File: src/rtl/apb_text_writer.sv
// APB write-only text writer: places characters into a COLS x ROWS
// character map (one 32-bit word per cell) and can fill the map with spaces.
module apb_text_writer #(
  parameter int APB_ADDR_WIDTH = 14,
  parameter int APB_DATA_WIDTH = 32,
  parameter int COLS           = 80,
  parameter int ROWS           = 30
) (
  input  logic                      clk_i,
  input  logic                      rst_i,
  input  logic                      char_valid_i,
  output logic                      char_ready_o,
  input  logic [7:0]                char_i,
  input  logic [7:0]                color_i,
  input  logic                      clear_i,
  output logic [APB_ADDR_WIDTH-1:0] apb_paddr_o,
  output logic [APB_DATA_WIDTH-1:0] apb_pwdata_o,
  output logic                      apb_pwrite_o,
  output logic                      apb_psel_o,
  output logic                      apb_penable_o,
  input  logic [APB_DATA_WIDTH-1:0] apb_prdata_i,
  input  logic                      apb_pready_i,
  input  logic                      apb_pslverr_i,
  output logic [11:0]               cursor_o,
  output logic                      busy_o,
  output logic                      err_o
);

  localparam int CELLS = COLS * ROWS;
  localparam int CW    = (COLS > 1) ? $clog2(COLS) : 1;
  localparam int RW    = (ROWS > 1) ? $clog2(ROWS) : 1;

  typedef enum logic [2:0] {IDLE, SETUP, ACCESS, CLR_SETUP, CLR_ACCESS} state_t;

  state_t        state_q, state_d;
  logic [CW-1:0] col_q, col_d;
  logic [RW-1:0] row_q, row_d;
  logic [7:0]    char_q, char_d;
  logic [7:0]    color_q, color_d;
  logic [11:0]   clr_idx_q, clr_idx_d;
  logic          err_q, err_d;
  logic [11:0]   cursor;
  logic          unused_prdata;

  // Read data is never consumed by a write-only initiator.
  assign unused_prdata = ^apb_prdata_i;

  // Row index after a line feed or a line overflow; the last row wraps to the top.
  function automatic logic [RW-1:0] next_row(input logic [RW-1:0] r);
    return (r == RW'(ROWS - 1)) ? '0 : r + RW'(1);
  endfunction

  assign cursor       = 12'(int'(row_q) * COLS + int'(col_q));
  assign cursor_o     = cursor;
  assign busy_o       = (state_q != IDLE);
  assign err_o        = err_q;
  assign char_ready_o = (state_q == IDLE) && !clear_i;

  // Next-state logic and Moore-style APB outputs (zero outside transfer states).
  always_comb begin
    state_d       = state_q;
    col_d         = col_q;
    row_d         = row_q;
    char_d        = char_q;
    color_d       = color_q;
    clr_idx_d     = clr_idx_q;
    err_d         = err_q;
    apb_psel_o    = 1'b0;
    apb_penable_o = 1'b0;
    apb_pwrite_o  = 1'b0;
    apb_paddr_o   = '0;
    apb_pwdata_o  = '0;
    case (state_q)
      IDLE: begin
        if (clear_i) begin
          state_d   = CLR_SETUP;
          clr_idx_d = '0;
        end else if (char_valid_i) begin
          if (char_i == 8'h0A) begin
            col_d = '0;
            row_d = next_row(row_q);
          end else if (char_i == 8'h0D) begin
            col_d = '0;
          end else begin
            char_d  = char_i;
            color_d = color_i;
            state_d = SETUP;
          end
        end
      end
      SETUP, ACCESS: begin
        apb_psel_o    = 1'b1;
        apb_penable_o = (state_q == ACCESS);
        apb_pwrite_o  = 1'b1;
        apb_paddr_o   = APB_ADDR_WIDTH'({cursor, 2'b00});
        apb_pwdata_o  = APB_DATA_WIDTH'({color_q, char_q});
        if (state_q == SETUP) begin
          state_d = ACCESS;
        end else if (apb_pready_i) begin
          state_d = IDLE;
          if (apb_pslverr_i) err_d = 1'b1;
          if (col_q == CW'(COLS - 1)) begin
            col_d = '0;
            row_d = next_row(row_q);
          end else begin
            col_d = col_q + CW'(1);
          end
        end
      end
      CLR_SETUP, CLR_ACCESS: begin
        apb_psel_o    = 1'b1;
        apb_penable_o = (state_q == CLR_ACCESS);
        apb_pwrite_o  = 1'b1;
        apb_paddr_o   = APB_ADDR_WIDTH'({clr_idx_q, 2'b00});
        apb_pwdata_o  = APB_DATA_WIDTH'(32'h0000_0020);
        if (state_q == CLR_SETUP) begin
          state_d = CLR_ACCESS;
        end else if (apb_pready_i) begin
          if (apb_pslverr_i) err_d = 1'b1;
          if (clr_idx_q == 12'(CELLS - 1)) begin
            state_d = IDLE;
            col_d   = '0;
            row_d   = '0;
          end else begin
            state_d   = CLR_SETUP;
            clr_idx_d = clr_idx_q + 12'd1;
          end
        end
      end
      default: state_d = IDLE;
    endcase
  end

  // Control state with synchronous reset.
  always_ff @(posedge clk_i) begin
    if (rst_i) begin
      state_q   <= IDLE;
      col_q     <= '0;
      row_q     <= '0;
      clr_idx_q <= '0;
      err_q     <= 1'b0;
    end else begin
      state_q   <= state_d;
      col_q     <= col_d;
      row_q     <= row_d;
      clr_idx_q <= clr_idx_d;
      err_q     <= err_d;
    end
  end

  // Latched character payload; only observed while a transfer is in flight.
  always_ff @(posedge clk_i) begin
    char_q  <= char_d;
    color_q <= color_d;
  end

endmodule

File: config.mk
export PLATFORM = sky130hd
export DESIGN_NAME = apb_text_writer
export DESIGN_NICKNAME = d
export VERILOG_FILES = /design/src/rtl/apb_text_writer.sv
export SDC_FILE = /design/constraint.sdc
export NUM_CORES = 1
export LEC_CHECK = 0
export ABC_AREA = 1
export CORE_UTILIZATION = 48
export DETAILED_ROUTE_END_ITERATION = 12
export HOLD_SLACK_MARGIN = 0.02
export PLACE_DENSITY = 0.84
export RECOVER_POWER = 50
export REMOVE_ABC_BUFFERS = 1
export SLEW_MARGIN = 20
export SYNTH_ARGS = -nofsm -noshare
export SYNTH_HDL_FRONTEND = slang
export SYNTH_SLANG_ARGS = --single-unit
File: constraint.sdc
create_clock -name clk_i -period 4.1 [get_ports clk_i]
set_input_delay 1.23 -clock clk_i [delete_from_list [all_inputs] [get_ports clk_i]]
set_output_delay 1.23 -clock clk_i [all_outputs]
set_load 0.005 [all_outputs]
==> results.md <==
- The run finished with clean final reports.
- For this run, the number of Yosys warnings is 0.
- For this design, the sink count on the clock tree is 44.
- For this configuration, the core starts out at a cell density of 51.0%.
- The clock latency of the later-clocked register in the worst-skew pair is 0.31 ns.
- For this run, the register share of the synthesized area comes to 33.7%.
- The library cells used most frequently in the layout, excluding fill and tap cells, are sky130_fd_sc_hd__nand2_1, sky130_fd_sc_hd__nor2_1, sky130_fd_sc_hd__inv_1.
- VDD sags by at most 397 uV.
- The final layout contains routed wiring with a total length of 7.42 mm.
- The path category of the worst min-delay check is reg -> reg.
- The slack of the worst reg-to-reg path is around 1.8 ns.
- The final clock period utilization by the worst path is about 95%.
- In this run the standard cell core region covers 6060 um^2.
- Clock tree synthesis selected as its root buffer the cell sky130_fd_sc_hd__clkbuf_8.
- The commonest register cell after synthesis is sky130_fd_sc_hd__dfxtp_1.
- The final setup skew is roughly 0.016 ns.
- The detail route stage leaves a number of antenna-violating nets equal to 0.
- The total power after layout is 2.45 mW.
- The final route contains roughly 3,000 vias.
- The utilization after layout is between 60% and 70%.
- The count of input and output buffers is 67.
- Of the cells placed in the final design, the portion with a size suffix greater than 1 is under 10%.
- The detail-routed net length per standard cell is 12.5 um.
- For this block, the initial DRC count from the detailed router was between 150 and 200.
- After global routing the overflow that remains totals 0.
- Counting flops and latches in the post-synthesis netlist gives 44.
- Clock tree synthesis inserted a total of 5 buffers.
- For this design the top-level I/O count stands at 118.
- The die outline width is 82.2 um.
- The clock tree synthesis step divided the H-tree into 2 levels.
- In this run the tightest slew margin relative to its limit is 43.0%.
- The clock slew seen by the registers of the worst setup and hold paths is approximately 0.1 ns.
- The async set-or-reset flop fraction in the synthesized netlist is 0%.
- Setup violations remaining at the end of the flow were counted as 0.
- Adding up every negative setup slack in the final design gives 0 ns.
- After synthesis, the mean cell area works out to approximately 7 um^2.
- Timing would allow up to 256 MHz.
- The total track usage is 23.8%.
- The critical path class is reg -> out.
- Counting distinct cell types in the post-synthesis netlist gives 40.
- The half-perimeter wire length of the detailed placement result is 5.51 mm.
- The initial antenna violation count came to 0.
- Yosys mapped a number of flops with a built-in enable equal to 16.
- The area added between synthesis and finish is 26.4%.
- At the pin with the least slew margin, the transition time is 0.854 ns.
- The top fanout value on the critical path is 5.
- The floorplan step defined a die boundary enclosing 6760 um^2.
- The row count is 28.
- TritonCTS built the clock tree.
- The die extent in y is 82.2 um.
- The type of origin of the critical path is a flip-flop.
- The clock passes through at most 2 buffers.
- In the routed layout, each cell is associated on average with a via count of 5.09.
- The kind of capture point of the worst setup path is a primary output.
- Summing every instance area after synthesis gives 3090 um^2.
- The final layout contains approximately 590 nets.
- Setup repair after global routing left no endpoint under its margin.
- The global-route wire length before repair is between 10 and 15 mm.
- The clock period minus final worst setup slack is 3.90 ns.
- STA puts the critical path data arrival time at 2.67 ns.
- Routability-driven placement finished with a final weighted congestion of 0.890.
- The number of failing hold endpoints at the final stage is 0.
- Across the run, the number of max-cap violations was 0.
- The most frequent standard cell in the layout excluding fill and tap cells is sky130_fd_sc_hd__nand2_1.
- The total inserted antenna cells is 0.
- The max-slew violation count is 0.
- Data on the critical path is required at its endpoint by 2.87 ns.
- The remaining routing DRC violations is 0.
- The instance count of the mapped netlist is about 450.
- The analysis attributes to cell leakage a power of roughly 1.8 nW.
- The areal power density over the cells is between 600 and 700 nW/um^2.
- The via count of the first global-routing pass came to 2,835.
- Entering global routing, the biggest net connects 22 pins.
- For this run, the detailed router's first-pass iteration total came to 5.
## sequential cells by signal (all words and copies together) (netlist names)
name,cells
state_q,3
color_q,8
clr_idx_q,12
char_q,8
err_o,1
row_q,5
col_q,7
## cell usage after synthesis (2+ instances only)
cell | instances | area [um^2]
sky130_fd_sc_hd__xor2_1 | 10 | 87.6
sky130_fd_sc_hd__nand4_1 | 6 | 37.5
sky130_fd_sc_hd__o21ai_0 | 18 | 90.1
sky130_fd_sc_hd__nor3_1 | 2 | 10.0
sky130_fd_sc_hd__inv_2 | 5 | 18.8
sky130_fd_sc_hd__nand3_1 | 32 | 160
sky130_fd_sc_hd__inv_1 | 57 | 214
sky130_fd_sc_hd__nand2_2 | 4 | 25.0
sky130_fd_sc_hd__o22ai_1 | 3 | 18.8
sky130_fd_sc_hd__fa_1 | 2 | 40.0
sky130_fd_sc_hd__nor2_4 | 2 | 22.5
sky130_fd_sc_hd__a21oi_1 | 20 | 100
sky130_fd_sc_hd__clkbuf_1 | 5 | 18.8
sky130_fd_sc_hd__nand2_1 | 112 | 420
sky130_fd_sc_hd__edfxtp_1 | 16 | 480
sky130_fd_sc_hd__ha_1 | 13 | 163
sky130_fd_sc_hd__buf_4 | 23 | 173
sky130_fd_sc_hd__nor2_1 | 72 | 270
sky130_fd_sc_hd__dfxtp_1 | 28 | 561
sky130_fd_sc_hd__or2_2 | 3 | 18.8
## power by group
group          leakage (nW)  switching [mW]  internal [mW]  total (mW)
clock network        0.0614           0.160          0.199       0.360
logic                  1.39           0.779          0.662        1.44
registers             0.376          0.0980          0.548       0.646
total                  1.83            1.04           1.41        2.45
## worst paths after layout
path                                  start                         to  cells after the start
hold / removal           err_o$_SDFFE_PP0P_         err_o$_SDFFE_PP0P_                      2
hold reg to reg          err_o$_SDFFE_PP0P_         err_o$_SDFFE_PP0P_                      2
setup / recovery      row_q[1]$_SDFFE_PP0P_                cursor_o[9]                      8
setup reg to reg  clr_idx_q[1]$_SDFFE_PP0P_  clr_idx_q[5]$_SDFFE_PP0P_                     11
## final cells by class
type	instances	area, um^2
Clock buffer	6	82.6
Clock inverter	2	38.8
Fill cell	527	2160
Inverter	63	236
Multi-Input combinational cell	333	1690
Sequential cell	44	1050
Tap cell	75	93.8
Timing Repair Buffer	73	717
## logic make-up (layout without fill, tap and decap cells)
group           count (synthesis)  in the layout  synth area share, %
fa+ha+maj                      15             15                 6.56
xor+xnor                       11             11                 3.12
flops                          44             44                 33.7
compound gates                 47             47                 8.59
other cells                     1             18                0.121
simple gates                  242            242                 33.6
buf+inv                        93            144                 14.3
## worst max-delay path: stages, from the launching register on
cell and delay, ns:
sky130_fd_sc_hd__dfxtp_4 0.37, sky130_fd_sc_hd__ha_1 0.30, sky130_fd_sc_hd__ha_2 0.21, sky130_fd_sc_hd__fa_2 0.59
sky130_fd_sc_hd__nand2_1 0.06, sky130_fd_sc_hd__inv_1 0.09, sky130_fd_sc_hd__a21oi_1 0.09, sky130_fd_sc_hd__nor2_2 0.15
sky130_fd_sc_hd__clkdlybuf4s50_1 0.52
## timing repair
item                                    in CTS  in global routing
pin swaps                                    0                  1
hold buffers                                 0                  0
resized for setup                            5                 10
endpoints found under the setup margin       4                  3
setup buffers                                0                  2
## routing by layer
metal | part of all wire (%) | track usage (%) | up-vias
met4 | 1.7 | 10.4 | 0
met2 | 49 | 41.6 | 107
met1 | 44 | 29.5 | 1388
li1 | - | - | 1528
met3 | 5.3 | 2.64 | 12
met5 | 0 | 0 | -
## metrics by stage
step	instances	hold WS [ns]	area (um^2)	worst slack, ns
2_1_floorplan	440	0.441	2950	0.859
3_5_place_dp	586	0.458	3750	0.207
6_report	596	0.463	3900	0.201
3_3_place_gp	586	0.441	3750	0.306
4_1_cts	594	0.472	3870	0.0130
5_1_grt	596	0.481	3900	0.0755
Note: power is estimated with default switching activity, not from simulation.
